### src/rtl/ukf_pkg.sv
// Shared types and constants for the 4-lane sum sequencer.
package ukf_pkg;

  localparam int LANE_W = 32;
  localparam int LANES  = 4;
  localparam int WORD_W = 128;
  localparam int LANE_IDX_W = $clog2(LANES);
  localparam logic [15:0] BYTEEN_ALL = 16'hFFFF;

  typedef enum logic [2:0] {
    S_IDLE,
    S_RD,
    S_WAIT,
    S_CAP,
    S_ACC,
    S_WR,
    S_DONE
  } state_t;

endpackage

### src/rtl/ukf_lane_packer.sv
// Lane counter plus 128-bit result register; each load drops one 32-bit sum
// into the current lane, lane 0 landing in the low bits.
module ukf_lane_packer
  import ukf_pkg::*;
(
  input  logic              i_clk,
  input  logic              i_rst,
  input  logic              i_clear,
  input  logic              i_load,
  input  logic [LANE_W-1:0] i_sum,
  output logic              o_last,
  output logic [WORD_W-1:0] o_word
);

  logic [LANE_IDX_W-1:0] r_lane;
  logic [WORD_W-1:0]     r_word;

  // The lane index wraps from the last lane back to 0 on its own, so a
  // full word needs no explicit clear. The word itself is never cleared
  // between jobs: unfilled lanes keep their previous contents.
  always_ff @(posedge i_clk) begin
    if (i_rst) begin
      r_lane <= '0;
      r_word <= '0;
    end else if (i_clear) begin
      r_lane <= '0;
    end else if (i_load) begin
      r_word[r_lane*LANE_W +: LANE_W] <= i_sum;
      r_lane <= r_lane + LANE_IDX_W'(1);
    end
  end

  assign o_last = (r_lane == LANE_IDX_W'(LANES - 1));
  assign o_word = r_word;

endmodule

### src/rtl/ukf_sum_sequencer.sv
// Sequences the 4-lane sum datapath against the 64 x 128-bit RAM: read a
// source word, split it into four operands, pack four sums, write one word.
//
// state  | meaning
// IDLE   | waiting for start
// RD     | issue read of SRC_BASE+src_idx
// WAIT   | extra read latency cycles (RD_LAT>1 only)
// CAP    | readdata registered into op_a..op_d
// ACC    | dp_sum loaded into current result lane, src_idx++
// WR     | write packed word to DST_BASE+src_idx/4-1
// DONE   | one-cycle done pulse
module ukf_sum_sequencer
  import ukf_pkg::*;
#(
  parameter int ADDR_W   = 6,
  parameter int SRC_BASE = 0,
  parameter int DST_BASE = 32,
  parameter int NUM_SRC  = 32,
  parameter int RD_LAT   = 1
) (
  input  logic              i_clock,
  input  logic              i_rst,
  input  logic              i_start,
  output logic              o_busy,
  output logic              o_done,
  output logic [ADDR_W-1:0] o_address,
  output logic              o_chipselect,
  output logic              o_read,
  output logic              o_write,
  output logic              o_clken,
  output logic [15:0]       o_byteenable,
  input  logic [WORD_W-1:0] i_readdata,
  output logic [WORD_W-1:0] o_writedata,
  output logic [LANE_W-1:0] o_op_a,
  output logic [LANE_W-1:0] o_op_b,
  output logic [LANE_W-1:0] o_op_c,
  output logic [LANE_W-1:0] o_op_d,
  input  logic [LANE_W-1:0] i_dp_sum
);

  localparam int CNT_W  = $clog2(NUM_SRC + 1);
  localparam int WAIT_W = (RD_LAT > 1) ? $clog2(RD_LAT) : 1;

  generate
    if (NUM_SRC <= 0 || (NUM_SRC % LANES) != 0) begin : g_bad_num_src
      $error("ukf_sum_sequencer: NUM_SRC must be a positive multiple of 4");
    end
    if (RD_LAT < 1) begin : g_bad_rd_lat
      $error("ukf_sum_sequencer: RD_LAT must be at least 1");
    end
  endgenerate

  state_t              r_state;
  state_t              w_state_nxt;
  logic [CNT_W-1:0]    r_src_idx;
  logic [WAIT_W-1:0]   r_wait_cnt;
  logic [WORD_W-1:0]   r_ops;
  logic                w_clear;
  logic                w_load;
  logic                w_cap;
  logic                w_last;
  logic [ADDR_W-1:0]   w_rd_addr;
  logic [ADDR_W-1:0]   w_wr_addr;

  // src_idx has already been bumped past the fourth word when WR runs.
  assign w_rd_addr = ADDR_W'(SRC_BASE) + ADDR_W'(r_src_idx);
  assign w_wr_addr = ADDR_W'(DST_BASE) + ADDR_W'(r_src_idx >> 2) - ADDR_W'(1);

  always_ff @(posedge i_clock) begin
    if (i_rst) r_state <= S_IDLE;
    else       r_state <= w_state_nxt;
  end

  always_comb begin
    w_state_nxt = r_state;
    o_address   = '0;
    o_read      = 1'b0;
    o_write     = 1'b0;
    w_clear     = 1'b0;
    w_load      = 1'b0;
    w_cap       = 1'b0;
    case (r_state)
      S_IDLE: begin
        if (i_start) begin
          w_clear     = 1'b1;
          w_state_nxt = S_RD;
        end
      end
      S_RD: begin
        o_address   = w_rd_addr;
        o_read      = 1'b1;
        w_state_nxt = (RD_LAT > 1) ? S_WAIT : S_CAP;
      end
      S_WAIT: begin
        if (r_wait_cnt == WAIT_W'(1)) w_state_nxt = S_CAP;
      end
      S_CAP: begin
        w_cap       = 1'b1;
        w_state_nxt = S_ACC;
      end
      S_ACC: begin
        w_load      = 1'b1;
        w_state_nxt = w_last ? S_WR : S_RD;
      end
      S_WR: begin
        o_address   = w_wr_addr;
        o_write     = 1'b1;
        w_state_nxt = (r_src_idx == CNT_W'(NUM_SRC)) ? S_DONE : S_RD;
      end
      S_DONE:  w_state_nxt = S_IDLE;
      default: w_state_nxt = S_IDLE;
    endcase
  end

  // Read-latency timer: a down-counter loaded during RD, leaving WAIT at 1.
  always_ff @(posedge i_clock) begin
    if (i_rst) begin
      r_src_idx  <= '0;
      r_wait_cnt <= '0;
      r_ops      <= '0;
    end else begin
      if (w_clear)     r_src_idx <= '0;
      else if (w_load) r_src_idx <= r_src_idx + CNT_W'(1);

      if (r_state == S_RD)        r_wait_cnt <= WAIT_W'(RD_LAT - 1);
      else if (r_state == S_WAIT) r_wait_cnt <= r_wait_cnt - WAIT_W'(1);

      if (w_cap) r_ops <= i_readdata;
    end
  end

  ukf_lane_packer u_packer (
    .i_clk   (i_clock),
    .i_rst   (i_rst),
    .i_clear (w_clear),
    .i_load  (w_load),
    .i_sum   (i_dp_sum),
    .o_last  (w_last),
    .o_word  (o_writedata)
  );

  assign o_op_a       = r_ops[127:96];
  assign o_op_b       = r_ops[95:64];
  assign o_op_c       = r_ops[63:32];
  assign o_op_d       = r_ops[31:0];
  assign o_chipselect = o_read | o_write;
  assign o_busy       = (r_state != S_IDLE) && (r_state != S_DONE);
  assign o_done       = (r_state == S_DONE);
  assign o_clken      = 1'b1;
  assign o_byteenable = BYTEEN_ALL;

endmodule

### config.mk
export PLATFORM = sky130hd
export DESIGN_NAME = ukf_sum_sequencer
export DESIGN_NICKNAME = d
export VERILOG_FILES = /design/src/rtl/ukf_pkg.sv /design/src/rtl/ukf_lane_packer.sv /design/src/rtl/ukf_sum_sequencer.sv
export SDC_FILE = /design/constraint.sdc
export NUM_CORES = 1
export LEC_CHECK = 0
export CAP_MARGIN = 20
export CORE_AREA = 2 2 174 176
export CTS_CLUSTER_DIAMETER = 100
export DETAILED_ROUTE_END_ITERATION = 7
export DIE_AREA = 0 0 176 178
export PLACE_DENSITY_LB_ADDON = 0.12
export SYNTH_ARGS = -nofsm -noshare
export SYNTH_HDL_FRONTEND = slang
export SYNTH_SLANG_ARGS = --single-unit
### constraint.sdc
create_clock -name i_clock -period 2.26 [get_ports i_clock]
set_clock_uncertainty 0.1 [all_clocks]
set_input_delay 0.339 -clock i_clock [delete_from_list [all_inputs] [get_ports i_clock]]
set_output_delay 0.339 -clock i_clock [all_outputs]
set_load 0.01 [all_outputs]
==> results of run 1 <==
-- stage by stage --
stage | instance area [sq um] | utilization, % | TNS, ps | instances | setup WS (ps)
after floorplan | 10300 | - | 0 | 1282 | 375
after global routing | 15800 | 53.8 | -79.9 | 2069 | -43.0
after detailed placement | 14800 | 50.5 | 0 | 2015 | 168
after global placement | 14800 | 50.5 | 0 | 2015 | 217
final | 15800 | 53.8 | 0 | 2070 | 52.4
after CTS | 15800 | 53.7 | -41.0 | 2068 | -25.8
-- registers in the layout, summed over array words and instances (netlist names) --
signal           flops
r_ops              128
r_wait_cnt           1
r_src_idx            6
r_state              3
u_packer.o_word    128
u_packer.r_lane      2
-- synthesized netlist by cell type (2+ instances only) --
cell / count
a211oi_1: 3
a21o_1: 2
a21oi_1: 263
a31oi_1: 3
and3b_1: 2
and4bb_1: 3
and4bb_2: 2
buf_2: 33
buf_4: 29
buf_6: 21
clkbuf_1: 42
dfxtp_1: 268
ha_1: 10
inv_1: 10
nand2_1: 391
nand2b_1: 2
nand3_1: 130
nand3b_1: 2
nand4bb_1: 4
nor2_1: 11
nor2b_1: 4
nor3b_2: 3
o21ai_0: 7
or3_1: 2
xnor2_1: 5
-- path summary, 6_finish.rpt --
path                                     startpoint                  end  slack, ps  cells past startpoint
worst max-delay path                     r_state[1]               o_busy         50                      4
worst min register to register  u_packer.o_word[59]  u_packer.o_word[59]        350                      2
worst min-delay path                 i_readdata[17]            r_ops[17]        240                      3
worst max register to register   u_packer.r_lane[1]  u_packer.o_word[40]        310                      6
-- layer usage --
metal	track usage [%]	wire length, um	share of wire, %	up-vias
met5	0	0	0	-
met4	5.75	743	2.0	0
met3	8.38	3750	10	45
met2	37.2	17100	47	346
met1	26.3	14700	40	4603
li1	-	-	-	4945
-- cell usage in the layout, fill, tap and decap left out, types with 13 or more instances in the layout --
cell type,netlist,final
a21oi_1,263,263
nand3_1,130,130
clkdlybuf4s50_1,0,420
clkbuf_16,0,29
nand2_1,391,390
buf_4,29,25
conb_1,1,17
buf_12,0,13
dfxtp_1,268,265
-- critical path, delay by kind of cell, from the launching register on --
kind	cells	cell delay (ps)
DFF	1	340
buffers and inverters	2	740
xor gates and xnor gates	1	80
and+or+nand+nor	1	70
-- layout make-up --
| type | count | area share [%] |
|---|---|---|
| repair buffers | 469 | 30.1 |
| diodes | 2 | 0.0317 |
| well taps | 390 | 3.09 |
| clock buffers | 47 | 5.65 |
| multi-input cells | 878 | 26.5 |
| inverters | 10 | 0.237 |
| flip-flops and latches | 268 | 34.0 |
| clock inverters | 6 | 0.372 |
-- cell families (layout without fill, tap and decap cells) --
logic type / Yosys count / count (layout)
AOI/OAI and AO/OA: 282 / 282
and+or+nand+nor: 564 / 564
adders and majority gates: 10 / 10
buffers and inverters: 136 / 532
other: 1 / 19
xor gates and xnor gates: 5 / 5
DFF: 268 / 268
-- power by group --
group	switching [mW]	internal (mW)
combinational	0.454	0.523
clock	1.91	2.80
sequential	0.0424	4.81
total	2.41	8.12
==> reports/metrics.yaml, run 1 <==
routing:
  drc_errors: 0
  first_iter_violations: 492
  ant_nets: 0
  routedWlPerCell_um: 17.5
  viasPerCell: 4.80
  vias: 9939
  routed_wl_um: 36300
  firstDrtPassIters: 4
grt:
  first_global_vias: 9491
  grt_pass1_wl_um: 54500
  grt_antenna_before_repair: 1
  grt_max_degree: 73
  track_usage_pct: 22.0
  grt_remaining_overflow: 0
power:
  totalPowerFinal_mw: 10.5
  p_leak_nw: 5.35
  peakVddDrop_mv: 0.488
  powerDensity_nw_per_um2: 666
sta:
  hold_viol_final: 0
  tightest_slew_ps: 554
  max_freq_ghz: 0.453
  period_share_pct: 97.7
  drv_slew: 0
  slew_headroom_pct: 63.0
  fin_crit_ps: 2210
  rsz0062_at_grt: "yes"
  setup_viol: 0
  timing.hold.ws_ps: 239
cts:
  cts_setup_buffers: 0
  clk_pin_slew_ps: 60
  cts-root-buf: "clkbuf_16"
  tritoncts: "done"
  ctsHoldBuffers: 0
  clock_path_buffers: 3
  clk_latency_ps: 540
  cts_inserted_buffers: 29
  post_cts_resized: 17
  cts-htree-levels: 1
  cts.sinks: 268
setup_path:
  crit_slowest_cell: "clkdlybuf4s50_1"
  start_kind: "flop"
  cpPeakStageDelay_ps: 560
  crit_chain: "buf_6 > xnor2_1 > nand2b_1 > clkdlybuf4s50_1"
  cp_max_fo: 21
  crit_arrival_ps: 1770
  crit_type: "flop to output port"
  cp.required_ps: 1820
  worstSetupEndpointType: "output port"
placed_design:
  post-dp-hpwl_um: 25500
  place.gp.congestion: 0.838
  io_buffer_count: 429
layout:
  syn2layout_area_growth_pct: 53.7
  nets: 1829
  seqCellArea_sq_um: 5370
  drive_above_1_share_pct: 6.38
  fill_cells: 2786
  multiInputGateArea_sq_um: 4190
synthesis:
  synth.cell_area_sq_um: 10300
  synth_compound_area_share_pct: 14.0
  syn_inst: 1266
  syn_area_per_cell_sq_um: 8.12
  synth_top_area_share_pct: 52.2
  synthMuxAreaShare_pct: 0
  synth.distinct_cells: 39
  yosys.area_share.simple_pct: 24.2
  synth_edf_count: 0
  synth_seq_area_share_pct: 52.2
  synthTopCellsByArea: "dfxtp_1, nand2_1, a21oi_1"
  synth-main-ff-cell: "dfxtp_1"
  synthXorXnorAreaFrac_pct: 0.426
  synth_top_family_by_area: "simple AND/OR/NAND/NOR gates"
  synth_top_area_cell: "dfxtp_1"
  yosys_warnings: 0
  synth-seq-cells: 268
  synth-adder-area-share_pct: 1.22
  async_reset_ff_share_pct: 0
status:
  status: "complete, no violations"
job:
  cap_violations: 0
floorplanning:
  start_util_pct: 35.0
  die_h_um: 178
  die_x_um: 176
  pin_count: 447
  core_area_sq_um: 29400
  std_cell_rows: 63
  dieArea_sq_um: 31300
worst_hold_path:
  hold_class: "primary input to flop"
(Power assumes the default switching activity.)
==> run 2: changes to the inputs <==
--- a/config.mk
+++ b/config.mk
@@ -5,12 +5,13 @@
 export SDC_FILE = /design/constraint.sdc
 export NUM_CORES = 1
 export LEC_CHECK = 0
-export CAP_MARGIN = 20
 export CORE_AREA = 2 2 174 176
 export CTS_CLUSTER_DIAMETER = 100
+export CTS_CLUSTER_SIZE = 30
 export DETAILED_ROUTE_END_ITERATION = 7
 export DIE_AREA = 0 0 176 178
 export PLACE_DENSITY_LB_ADDON = 0.12
 export SYNTH_ARGS = -nofsm -noshare
 export SYNTH_HDL_FRONTEND = slang
 export SYNTH_SLANG_ARGS = --single-unit
+export TNS_END_PERCENT = 20
==> reports/metrics.yaml, run 2 (synthesis results as in run 1) <==
cts:
  cts-htree-levels: 1
  cts-root-buf: "clkbuf_16"
  tritoncts: "done"
  clk_latency_ps: 490
  cts_inserted_buffers: 13
  post_cts_resized: 12
  cts.sinks: 268
  clock_path_buffers: 3
  clk_pin_slew_ps: 110
  ctsHoldBuffers: 0
  cts_setup_buffers: 0
power:
  peakVddDrop_mv: 0.498
  totalPowerFinal_mw: 8.55
  p_leak_nw: 5.05
  powerDensity_nw_per_um2: 562
routing:
  firstDrtPassIters: 5
  routedWlPerCell_um: 17.7
  first_iter_violations: 470
  ant_nets: 0
  routed_wl_um: 36000
  drc_errors: 0
  vias: 9832
  viasPerCell: 4.83
worst_hold_path:
  hold_class: "primary input to flop"
  min_from: "i_readdata[114]"
status:
  status: "complete, no violations"
floorplanning:
  std_cell_rows: 63
  die_x_um: 176
  core_area_sq_um: 29400
  start_util_pct: 35.0
  dieArea_sq_um: 31300
  pin_count: 447
  die_h_um: 178
grt:
  grt_antenna_before_repair: 1
  grt_max_degree: 73
  first_global_vias: 9280
  grt_pass1_wl_um: 53900
  track_usage_pct: 21.7
  grt_remaining_overflow: 0
sta:
  period_share_pct: 96.4
  slew_headroom_pct: 62.1
  max_freq_ghz: 0.459
  fin_setup_tns_ps: 0
  fin_crit_ps: 2180
  rsz0062_at_grt: "yes"
  setup_viol: 0
  hold_viol_final: 0
  tightest_slew_ps: 568
  drv_slew: 0
setup_path:
  start_kind: "flop"
  cp_max_fo: 21
  crit_slowest_cell: "clkdlybuf4s50_1"
  cpPeakStageDelay_ps: 560
  r2r_start: "u_packer.r_lane[1]"
  crit_buf_inv: 2
  crit_family: "buffers and inverters"
  crit_type: "flop to output port"
  worstSetupEndpointType: "output port"
  critPathLaunch: "r_state[1]"
  cp.required_ps: 1820
  crit_chain: "buf_6 > xnor2_1 > nand2b_1 > clkdlybuf4s50_1"
  crit_arrival_ps: 1740
layout:
  postLayoutCoreUtil_pct: 51.8
  drive_above_1_share_pct: 4.74
  syn2layout_area_growth_pct: 48.0
  final_common_cell: "clkdlybuf4s50_1"
  fin_area_sq_um: 15200
  nets: 1813
  fill_cells: 2824
  multiInputGateArea_sq_um: 4190
  final_cell_mix: "clkdlybuf4s50_1, nand2_1, dfxtp_1"
  seqCellArea_sq_um: 5370
placed_design:
  io_buffer_count: 429
  dpl-instance-area_sq_um: 14800
  place.gp.congestion: 0.838
  post-dp-hpwl_um: 25500
job:
  cap_violations: 0
[run 2: cell types whose count changed in the layout (fill, tap and decap cells not counted), moves of 2 or more]
cell | previous run | this run
clkbuf_1 | 8 | 1
clkinv_2 | 4 | 1
clkbuf_2 | 1 | 3
clkbuf_8 | 11 | 2
clkbuf_16 | 29 | 13
[run 2: stage by stage]
stage                     std cells  hold slack [ps]  worst slack (ps)
after detailed placement       2015              342               168
after CTS                      2034              263              18.4
after global routing           2035              270             -17.2
after floorplan                1282              375               375
final                          2036              280              82.0
after global placement         2015              337               217
[run 2: layout make-up]
type / count / share of cell area (%)
clock inverters: 4 / 0.263
multi-input cells: 878 / 27.5
repair buffers: 469 / 31.2
well taps: 390 / 3.21
diodes: 2 / 0.0329
clock buffers: 15 / 2.25
inverters: 10 / 0.247
flip-flops and latches: 268 / 35.3
[run 2: worst min-delay path, delay by kind of cell]
kind                   cells  cell delay (ps)
AND/OR/NAND/NOR            1               50
buffers and inverters      1              400
AO/OA/AOI/OAI              1               50
[run 2: metal layers]
layer	GRT usage [%]	wire (um)	vias up
met5	0	0	-
met4	4.13	432	0
met3	7.84	3560	18
met2	37.3	17200	332
met1	26.3	14700	4598
li1	-	-	4884
[run 2: power by group]
part	switching [mW]	total, mW	internal, mW
sequential	0.0423	4.84	4.80
clock	1.60	2.73	1.13
combinational	0.455	0.978	0.524
total	2.09	8.55	6.45
[run 2: worst paths after layout]
| path | end | slack, ps | cells after the start |
|---|---|---|---|
| worst max-delay path | o_busy | 80 | 4 |
| worst min-delay path | r_ops[114] | 280 | 3 |
| worst max register to register | u_packer.o_word[53] | 310 | 6 |
| worst min register to register | u_packer.o_word[59] | 350 | 2 |
